**config.mk**
```make
export PLATFORM = sky130hd
export DESIGN_NAME = systolic_skew_feeder
export DESIGN_NICKNAME = d
export VERILOG_FILES = /design/src/rtl/systolic_skew_feeder.sv
export SDC_FILE = /design/constraint.sdc
export NUM_CORES = 1
export LEC_CHECK = 0
export ABC_AREA = 0
export BUFFER_PORTS_ARGS = -buffer_cell sky130_fd_sc_hd__buf_2
export CAP_MARGIN = 20
export CORE_ASPECT_RATIO = 0.7
export CORE_MARGIN = 2
export CORE_UTILIZATION = 45
export CTS_CLUSTER_DIAMETER = 200
export DETAILED_ROUTE_END_ITERATION = 10
export SLEW_MARGIN = 20
export SYNTH_ARGS = -nofsm -noshare
export SYNTH_HDL_FRONTEND = slang
export SYNTH_SLANG_ARGS = --single-unit
```
**constraint.sdc**
```tcl
create_clock -name clk -period 7.5 [get_ports clk]
set_clock_uncertainty 0.1 [all_clocks]
set_input_delay 0.75 -clock clk [delete_from_list [all_inputs] [get_ports clk]]
set_output_delay 0.75 -clock clk [all_outputs]
set_load 0.02 [all_outputs]
```
**src/rtl/systolic_skew_feeder.sv**
```systemverilog
// systolic_skew_feeder
//
// Upstream feeder for an N x N output-stationary systolic MAC array.
// Holds operand matrices A (fed from the left edge, row-major) and B (fed
// from the top edge). On start it clears the array for one cycle, then streams
// A rows and B columns with a diagonal skew for 3N-2 cycles, then pulses done.
//
// Ports:
//   clk, rst        clock, synchronous active-high reset
//   load_valid      load element request
//   load_ready      feeder accepts loads (IDLE only, decoded from state)
//   load_sel        0 = write A, 1 = write B
//   load_row/col    element indices (out-of-range writes are dropped)
//   load_data       element value
//   start           begin a pass (IDLE only, never queued)
//   busy            from the cycle after start accept through the DONE cycle
//   done            one-cycle pulse, array results valid
//   arr_clr/arr_en  drive the array's rst / en
//   left_data       row i at [i*DATA_WIDTH +: DATA_WIDTH]
//   top_data        column j at [j*DATA_WIDTH +: DATA_WIDTH]
//   dbg_state_o     current FSM state (IDLE=0, CLEAR=1, STREAM=2, DONE=3)
//
// Handshake: a load element transfers on any rising edge where
// load_valid && load_ready; load_ready does not depend on load_valid.
module systolic_skew_feeder #(
  parameter int DATA_WIDTH = 8,
  parameter int N          = 3,
  parameter int IDX_W      = (N > 2) ? $clog2(N) : 1
) (
  input  logic                    clk,
  input  logic                    rst,
  input  logic                    load_valid,
  output logic                    load_ready,
  input  logic                    load_sel,
  input  logic [IDX_W-1:0]        load_row,
  input  logic [IDX_W-1:0]        load_col,
  input  logic [DATA_WIDTH-1:0]   load_data,
  input  logic                    start,
  output logic                    busy,
  output logic                    done,
  output logic                    arr_clr,
  output logic                    arr_en,
  output logic [N*DATA_WIDTH-1:0] left_data,
  output logic [N*DATA_WIDTH-1:0] top_data,
  output logic [1:0]              dbg_state_o
);

  localparam int S_W = $clog2(3 * N - 2);
  localparam logic [S_W-1:0]   S_LAST = S_W'(3 * N - 3);
  localparam logic [IDX_W:0]   N_LIM  = (IDX_W + 1)'(N);

  typedef enum logic [1:0] {
    IDLE   = 2'd0,
    CLEAR  = 2'd1,
    STREAM = 2'd2,
    DONE   = 2'd3
  } state_t;

  state_t                  state_q, state_d;
  logic [S_W-1:0]          s_q, s_d;
  logic [DATA_WIDTH-1:0]   a_q [N][N];
  logic [DATA_WIDTH-1:0]   b_q [N][N];
  logic [N*DATA_WIDTH-1:0] left_d, top_d;
  logic                    busy_q, done_q, arr_clr_q, arr_en_q;
  logic [N*DATA_WIDTH-1:0] left_q, top_q;
  logic                    load_fire, load_in_range;

  assign load_ready    = (state_q == IDLE);
  assign load_fire     = load_valid && load_ready;
  assign load_in_range = ({1'b0, load_row} < N_LIM) && ({1'b0, load_col} < N_LIM);

  // Next-state logic and stream counter.
  always_comb begin
    state_d = state_q;
    s_d     = s_q;
    case (state_q)
      IDLE:   if (start) state_d = CLEAR;
      CLEAR: begin
        state_d = STREAM;
        s_d     = '0;
      end
      STREAM: begin
        if (s_q == S_LAST) state_d = DONE;
        else               s_d     = s_q + S_W'(1);
      end
      DONE:   state_d = IDLE;
      default: state_d = IDLE;
    endcase
  end

  // Edge data for the upcoming stream cycle s_d. Row i carries A[i][s-i] and
  // column j carries B[s-j][j]; at most one k matches each (edge, s) pair.
  // Built from next-state so the registered data lines up with arr_en.
  always_comb begin
    left_d = '0;
    top_d  = '0;
    if (state_d == STREAM) begin
      for (int i = 0; i < N; i++) begin
        for (int k = 0; k < N; k++) begin
          if (s_d == S_W'(i + k)) begin
            left_d[i*DATA_WIDTH +: DATA_WIDTH] = a_q[i][k];
            top_d[i*DATA_WIDTH +: DATA_WIDTH]  = b_q[k][i];
          end
        end
      end
    end
  end

  always_ff @(posedge clk) begin
    if (rst) begin
      state_q   <= IDLE;
      s_q       <= '0;
      busy_q    <= 1'b0;
      done_q    <= 1'b0;
      arr_clr_q <= 1'b0;
      arr_en_q  <= 1'b0;
      left_q    <= '0;
      top_q     <= '0;
    end else begin
      state_q   <= state_d;
      s_q       <= s_d;
      busy_q    <= (state_d != IDLE);
      done_q    <= (state_d == DONE);
      arr_clr_q <= (state_d == CLEAR);
      arr_en_q  <= (state_d == STREAM);
      left_q    <= left_d;
      top_q     <= top_d;
    end
  end

  // Operand storage; only written in IDLE, so a pass sees a frozen copy.
  always_ff @(posedge clk) begin
    if (rst) begin
      for (int r = 0; r < N; r++) begin
        for (int c = 0; c < N; c++) begin
          a_q[r][c] <= '0;
          b_q[r][c] <= '0;
        end
      end
    end else if (load_fire && load_in_range) begin
      if (load_sel) b_q[load_row][load_col] <= load_data;
      else          a_q[load_row][load_col] <= load_data;
    end
  end

  assign busy        = busy_q;
  assign done        = done_q;
  assign arr_clr     = arr_clr_q;
  assign arr_en      = arr_en_q;
  assign left_data   = left_q;
  assign top_data    = top_q;
  assign dbg_state_o = state_q;

endmodule

```
# [Yosys cells after proc, flatten, opt, wreduce, memory -nomap -nowiden]
# Memory sizes are Yosys's and may differ from the RTL's.
# Index checks and enable logic that the tools add are counted.
[word_totals] regBits=57 mem_bits_rw=144 in_bits=17 output_inout_bits=55 elab_cells=79 n_memories=2
[classes] n_addsub=1 n_lt_le_gt_ge=4 eq_ne=11 muxes=41 bitwise=2 reduce_logical=10
[mem_list] memory="a_q" depth=3 word_bits=24 rd=3 rd_ports_with_merged_regs=0 write_ports=3 line_no="61" source="logic [DATA_WIDTH-1:0] a_q [N][N];"
[mem_list] memory="b_q" depth=3 word_bits=24 rd=3 rd_ports_with_merged_regs=0 write_ports=3 line_no="62" source="logic [DATA_WIDTH-1:0] b_q [N][N];"
[ops] operator="8-bit 2-to-1 mux" count=19
[ops] operator="24-bit 2-to-1 mux" count=6
[ops] operator="24-bit OR reduction" count=2
[ops] operator="8-bit demux with 2-bit select" count=1
[ops] operator="2-bit equality test, second input constant" count=4
[ops] operator="1-bit 2-to-1 mux" count=8
[ops] operator="2-bit 2-to-1 mux" count=4
[ops] operator="2-bit case mux with 4 select lines" count=1
[ops] operator="3-bit by 2-bit equality test with 1-bit output, second input constant" count=2
[ops] operator="3-bit equality test, second input constant" count=2
[ops] operator="3-bit case mux with 2 select lines" count=1
[ops] operator="2-bit by 1-bit equality test with 1-bit output, second input constant" count=2
[ops] operator="1-bit logical AND" count=4
[ops] operator="2-bit < comparator, second input constant" count=2
[ops] operator="3-bit by 1-bit adder with 3-bit output, second input constant" count=1
[ops] operator="3-bit by 1-bit equality test with 1-bit output, second input constant" count=1
[ops] operator="3-bit greater-or-equal comparator, second input constant" count=1
[ops] operator="3-bit logical NOT" count=1
[ops] operator="3-bit by 1-bit < comparator with 1-bit output, second input constant" count=1
[ops] operator="3-bit 2-to-1 mux" count=1
[ops] operator="2-bit inverter with 3-bit output" count=1
[ops] operator="2-bit logical NOT" count=1
[ops] operator="2-bit nonzero test" count=1
[ops] operator="2-bit OR reduction" count=1
[ops] operator="1-bit inverter" count=1

# [Depth between registers and ports, before layout]
# Gate-level depths: netlist (run 1).
[logic_depth] ltp_word=8 depth_mapped=11 ltp_nobuf=7

# [Least setup slack after synthesis (run 1)]
# No wires, ideal clock.
[synth_timing] path_type="input port to flip-flop" from="in rst" to="mem a_q[2][0] (netlist bit), enable pin" setup_time_ns=0.375 arrival_ns=2.261 t_required_ns=7.025 setup_slack_ns=4.763 path_stages=6 path_buffers=2 cell_sequence="clkbuf_1 -> nand3b_1 -> nor3_2 -> clkbuf_1 -> a21oi_1 -> a21oi_1"
[synth_rtl] element="start, declared" line_no="31" source="input logic rst,"
[synth_rtl] element="end, declared" line_no="61"

# [Final worst setup path (run 1)]
[layout_timing] from="reg s_q[0]" to="reg left_q[15] (netlist: left_data[15])"
[layout_via] elab_chain_len=7 elab_cells_between_ends=15 classes_between="add/sub (1); eq/ne (5); mux (7); bitwise (1); reduce/logical (1)"
[layout_lines] element="start, declared" line_no="60" source="logic [S_W-1:0] s_q, s_d;"
[layout_lines] element="start signal, assigned" line_no="112" source="s_q <= '0;"
[layout_lines] element="start signal, assigned" line_no="121" source="s_q <= s_d;"
[layout_lines] element="3-bit by 1-bit adder with 3-bit output / 3-bit equality test (equally long branches)" line_no="84, 83"
[layout_lines] element="3-bit 2-to-1 mux" line_no="83" source="if (s_q == S_LAST) state_d = DONE;"
[layout_lines] element="3-bit case mux with 2 select lines" line_no="76" source="case (state_q)"
[layout_lines] element="3-bit by 1-bit equality test with 1-bit output" line_no="100" source="if (s_d == S_W'(i + k)) begin"
[layout_lines] element="8-bit 2-to-1 mux (3 in series)" line_no="100"
[layout_lines] element="end signal, assigned" line_no="126" source="left_q <= left_d;"
[layout_lines] element="end, declared" line_no="65" source="logic [N*DATA_WIDTH-1:0] left_q, top_q;"
# Parallel ways exist; a longest one is shown, timed or not.
# A chain may end at the register's enable or synchronous reset.

==> results of run 1 <==
## through the flow
step	total power, uW	setup slack, ns	std cells
global route	2901	4.069	950
global placement	1721	4.170	914
detailed placement	1731	3.961	914
floorplan	1596	4.763	645
finish	2805	4.244	950
CTS	2811	4.302	950
## area by class of cell
cell class / count / area [um^2]
multi-input cells: 366 / 2215
flip-flops and latches: 201 / 5465
clock buffers: 28 / 581.8
well taps: 231 / 289.0
inverters: 39 / 146.4
repair buffers: 77 / 400.4
fillers: 1508 / 8029
clock inverters: 8 / 140.1
## per-layer routing
layer	vias up	global-route usage (%)
li1	2483	-
met1	2575	28.97
met2	239	32.49
met3	37	3.973
met4	0	6.962
met5	-	0.7576
## power groups by stage
stage,Sequential [uW],Combinational (uW),Clock [uW]
finish,1270,439,1090
detailed placement,1300,434,0
CTS,1270,435,1100
global placement,1290,426,0
global route,1280,472,1150
floorplan,1320,272,0
## final timing paths
| kind | to | from |
|---|---|---|
| setup / recovery | left_data[15]$_SDFF_PP0_ | s_q[0]$_SDFF_PP0_ |
| hold / removal | top_data[11]$_SDFF_PP0_ | b_q[0][11]$_SDFFCE_PN0P_ |
| setup reg to reg | left_data[15]$_SDFF_PP0_ | s_q[0]$_SDFF_PP0_ |
| hold reg to reg | top_data[11]$_SDFF_PP0_ | b_q[0][11]$_SDFFCE_PN0P_ |
## kinds of logic after synthesis
logic type	count (synthesis)	synth area share (%)
flip-flops	201	68.32
AO/OA/AOI/OAI	137	13.33
adder cells (fa/ha/maj)	5	0.7821
multiplexers	1	0.1251
buffers and inverters	78	4.098
AND/OR/NAND/NOR	223	13.34
## critical path: cells and delay by family (launching register included)
kind	cells	cell delay (ns)
buffers and inverters	1	0.08
AOI/OAI and AO/OA	3	1.42
adders and majority gates	1	0.27
DFF	1	0.54
and+or+nand+nor	2	0.79
## state kept, by name, summed over array words and instances, names as in the netlist
register	count
arr_en	1
top_data	24
s_q	3
a_q	72
dbg_state_o	2
left_data	24
arr_clr	1
busy	1
b_q	72
done	1
## Yosys cell counts, types with 3 or more instances
cell       count
nor2_1       101
and2_1        28
edfxtp_1     144
dfxtp_1       57
o31ai_1       17
nor3_1        20
a32oi_1       16
buf_2          7
ha_1           5
a21oi_1       27
o32ai_1       16
clkbuf_1      26
and3_1         3
buf_4          3
o22ai_1       17
o211a_1       16
nand2b_1      15
or2_2          4
nand3b_1       5
o2bb2ai_1     15
nand2_1       32
inv_1         38
==> impl_metrics.json, run 1 <==
{
  "cts_resized": 0,
  "synth.yosys.warnings": 0,
  "cts_max_path_buffers": 3,
  "wl_per_cell_um": 20.37,
  "min_path_type": "reg -> reg",
  "initial_core_util_pct": 46.33,
  "pwr-share-clk_pct": 38.9,
  "cts-root-buf": "clkbuf_16",
  "portBuffers": 71,
  "mostFrequentLayoutCell": "edfxtp_1",
  "synth_nets": 667,
  "drt.antenna.violating_nets": 0,
  "final_nets": 727,
  "cts_tree": "done",
  "synthArstFlopShare_pct": 0,
  "met2_length_mm": 8.679,
  "synthCells": 645,
  "tightest_slew_ns": 1.162,
  "detail_route.vias_per_cell": 5.615,
  "fmax_mhz": 307.1,
  "max_cap_viol_count": 0,
  "synth_area_leader_cell": "edfxtp_1",
  "period_minus_slack_ns": 3.256,
  "dieArea_um2": 18870,
  "dpl_cell_area_um2": 8516,
  "antenna_found_initial": 0,
  "totalWireLength_mm": 19.35,
  "crit_chain": "inv_2 > ha_1 > or2b_1 > a311oi_1 > a21boi_4 > nand2_1 > a2bb2o_1",
  "ys_seq_elements": 201,
  "hold-path-cell-count": 1,
  "cp.arrival_ns": 3.60,
  "yosys_most_used_dff": "edfxtp_1",
  "synth_top_area_share_pct": 54.06,
  "max-slew-margin-rel_pct": 22.29,
  "layout_common_cells": "edfxtp_1, nor2_1, buf_2",
  "wl_met1_mm": 8.175,
  "r2r_slack_ns": 4.24,
  "rows": 40,
  "slowest_delay_ns": 0.61,
  "diodes": 0,
  "top_layer": "met4",
  "grt_max_degree": 35,
  "postCtsSetupRepairBufs": 0,
  "status": "completed",
  "sw_frac_of_total_pct": 26.55,
  "grt_pass1_wl_mm": 29.19,
  "drive_gt1_share_pct": 16.83,
  "design_area_um2": 9238,
  "die_w_um": 163.4,
  "synth_area_leaders": "edfxtp_1, dfxtp_1, nor2_1, and2_1, o211a_1",
  "rsz0062_at_grt": "no",
  "core_area_um2": 17270,
  "cp_data_required_time_ns": 7.84,
  "crit_path_end_kind": "flip-flop",
  "maxSlewViolCount": 0,
  "ff2ff_path_depth": 7,
  "clkSinkCount": 201,
  "drt_iter0_drc": 501,
  "grt_use_total_pct": 20.62,
  "seq_area_frac_synth_pct": 68.32,
  "setup_tns_ns": 0,
  "comb_power_share_pct": 15.7,
  "sequentialPowerShare_pct": 45.4,
  "first_global_vias": 5336,
  "dp_hpwl_mm": 12.93,
  "p_sw_uw": 744.9,
  "wl_met3_mm": 1.987,
  "clk_latency_ns": 0.50,
  "syn_area_um2": 7999,
  "hold_slack_ns": 0.3496,
  "vias": 5334,
  "path_class": "reg -> reg",
  "period_share_pct": 43.41,
  "synth-edff-count": 144,
  "final_core_util_pct": 53.50,
  "crit_path_start_kind": "flip-flop",
  "gp_congestion": 0.8452,
  "drc": 0,
  "vdd_drop_max_v": 0.0002173,
  "numCtsBuffers": 20,
  "critPathMaxFanout": 18,
  "path_clk_slew_ns": 0.06,
  "p_int_uw": 2060,
  "syn_to_final_growth_pct": 15.49,
  "cellLeakagePower_uw": 0.003601,
  "ctsHtreeMaxLevel": 1,
  "synth_cell_types": 49,
  "die_h_um": 115.5,
  "power.density_nw_per_um2": 303.7,
  "setup_violations": 0,
  "syn_avg_cell_area_um2": 12.40,
  "hold_buffers": 0,
  "cpMaxStageDelayCell": "a21boi_4",
  "gr-total-overflow": 0,
  "first_pass_iters": 6,
  "io_pins": 72,
  "finalHoldViolations": 0
}
Power figures use the tool's default switching activity.
==> run 2, diff against run 1 <==
--- a/config.mk
+++ b/config.mk
@@ -13,6 +13,7 @@
 export CORE_UTILIZATION = 45
 export CTS_CLUSTER_DIAMETER = 200
 export DETAILED_ROUTE_END_ITERATION = 10
+export PLACE_DENSITY = 0.66
 export SLEW_MARGIN = 20
 export SYNTH_ARGS = -nofsm -noshare
 export SYNTH_HDL_FRONTEND = slang
==> constraint.sdc (replaced) <==
create_clock -name clk -period 2.7 [get_ports clk]
set_clock_uncertainty 0.1 [all_clocks]
set_input_delay 0.27 -clock clk [delete_from_list [all_inputs] [get_ports clk]]
set_output_delay 0.27 -clock clk [all_outputs]
set_load 0.02 [all_outputs]
==> impl_metrics.json, run 2 (synthesis gave the netlist of run 1 again) <==
{
  "io_pins": 72,
  "period_minus_slack_ns": 2.516,
  "die_w_um": 163.4,
  "crit_path_start_kind": "flip-flop",
  "clk_latency_ns": 0.50,
  "grt_max_degree": 27,
  "grt_use_total_pct": 20.10,
  "vdd_drop_max_v": 0.0003888,
  "multi_input_comb_area_um2": 2227,
  "ctsHtreeMaxLevel": 1,
  "vias": 5554,
  "cts_max_path_buffers": 3,
  "rows": 40,
  "gr-total-overflow": 0,
  "path_class": "reg -> reg",
  "period_share_pct": 93.18,
  "setup_tns_ns": 0,
  "status": "completed",
  "maxSlewViolCount": 0,
  "cts-root-buf": "clkbuf_16",
  "portBuffers": 71,
  "layout_common_cells": "edfxtp_1, nor2_1, buf_2",
  "final_nets": 764,
  "die_h_um": 115.5,
  "startpoint": "s_q[0]$_SDFF_PP0_",
  "core_area_um2": 17270,
  "numCtsBuffers": 20,
  "fin_ws_ns": 0.1840,
  "critPathMaxFanout": 9,
  "drt.antenna.violating_nets": 0,
  "max_cap_viol_count": 0,
  "worstHoldStart": "load_data[2]",
  "grt_pass1_wl_mm": 28.95,
  "initial_core_util_pct": 46.33,
  "cellLeakagePower_uw": 0.003747,
  "fillCellCount": 1494,
  "tightest_slew_ns": 0.4967,
  "power.density_nw_per_um2": 797.6,
  "rsz0062_at_grt": "no",
  "cts_tree": "done",
  "crit_path_end_kind": "flip-flop",
  "dp_hpwl_mm": 13.02,
  "min_path_type": "in -> reg",
  "path_clk_slew_ns": 0.07,
  "antenna_found_initial": 0,
  "cp.arrival_ns": 2.80,
  "syn_to_final_growth_pct": 18.32,
  "totalWireLength_mm": 18.86,
  "dieArea_um2": 18870,
  "r2r_start": "s_q[0]$_SDFF_PP0_",
  "setup_violations": 0,
  "regArea_um2": 5465,
  "finalHoldViolations": 0,
  "diodes": 0,
  "first_global_vias": 5353,
  "drt_iter0_drc": 472,
  "clkSinkCount": 201,
  "mostFrequentLayoutCell": "edfxtp_1",
  "top_regs": "a_q x72, b_q x72",
  "max-slew-margin-rel_pct": 66.63,
  "detail_route.vias_per_cell": 5.627,
  "wl_per_cell_um": 19.11,
  "drive_gt1_share_pct": 21.16,
  "gp_congestion": 0.9507,
  "pre_cts_ws_ns": 0.05424,
  "first_pass_iters": 6,
  "drc": 0,
  "cp_data_required_time_ns": 2.99,
  "fmax_mhz": 397.5
}
## run 2: area by class of cell
class                   count  share of cell area (%)
inverters                  39                   1.547
well taps                 231                   3.054
clock buffers              26                   5.962
clock inverters            10                  0.9519
flip-flops and latches    201                   57.75
repair buffers            114                   7.205
multi-input cells         366                   23.53
## run 2: metal layers
metal / vias up / global-route usage [%] / routed length (um)
met4: 0 / 4.307 / 321
met1: 2736 / 29.35 / 8446
li1: 2557 / - / -
met3: 32 / 3.400 / 1516
met5: - / 0 / 0
met2: 229 / 31.98 / 8575
## run 2: what timing repair did
| item | in CTS | in global routing |
|---|---|---|
| endpoints found under the setup margin | 0 | 28 |
| hold buffers | 0 | 0 |
| gates resized for setup | 0 | 5 |
| buffers inserted | 0 | 3 |
## run 2: worst paths after layout
| check | cells after the start | end | slack, ns |
|---|---|---|---|
| worst max-delay path | 8 | left_data[18]$_SDFF_PP0_ | 0.18 |
| worst min register to register | 1 | top_data[8]$_SDFF_PP0_ | 0.35 |
| worst max register to register | 8 | left_data[18]$_SDFF_PP0_ | 0.18 |
| worst min-delay path | 2 | a_q[1][18]$_SDFFCE_PN0P_ | 0.04 |
## run 2: power by group
group	switching (uW)	internal, uW	total [uW]
Sequential	58.5	3480	3530
Combinational	855	430	1290
Clock	1150	1580	2730
Total	2060	5490	7550
## run 2: through the flow
stage                     utilization, %  area [um^2]  total power (uW)  instances  hold WS (ns)
after floorplan                        -         7999              4433        645        0.3258
after global placement             50.76         8765              4823        948        0.3370
after detailed placement           50.76         8765              4860        948        0.3427
after CTS                          54.55         9419              7563        984       0.03466
after global routing               54.81         9464              7820        987       0.03106
final                              54.81         9464              7549        987       0.04042
## run 2: worst max-delay path, stage by stage (launching register included)
cell      delay (ns)
dfxtp_1         0.42
inv_2           0.08
ha_1            0.27
or2b_1          0.28
a311oi_2        0.33
a21boi_4        0.38
buf_4           0.22
a32oi_1         0.10
a21oi_1         0.24
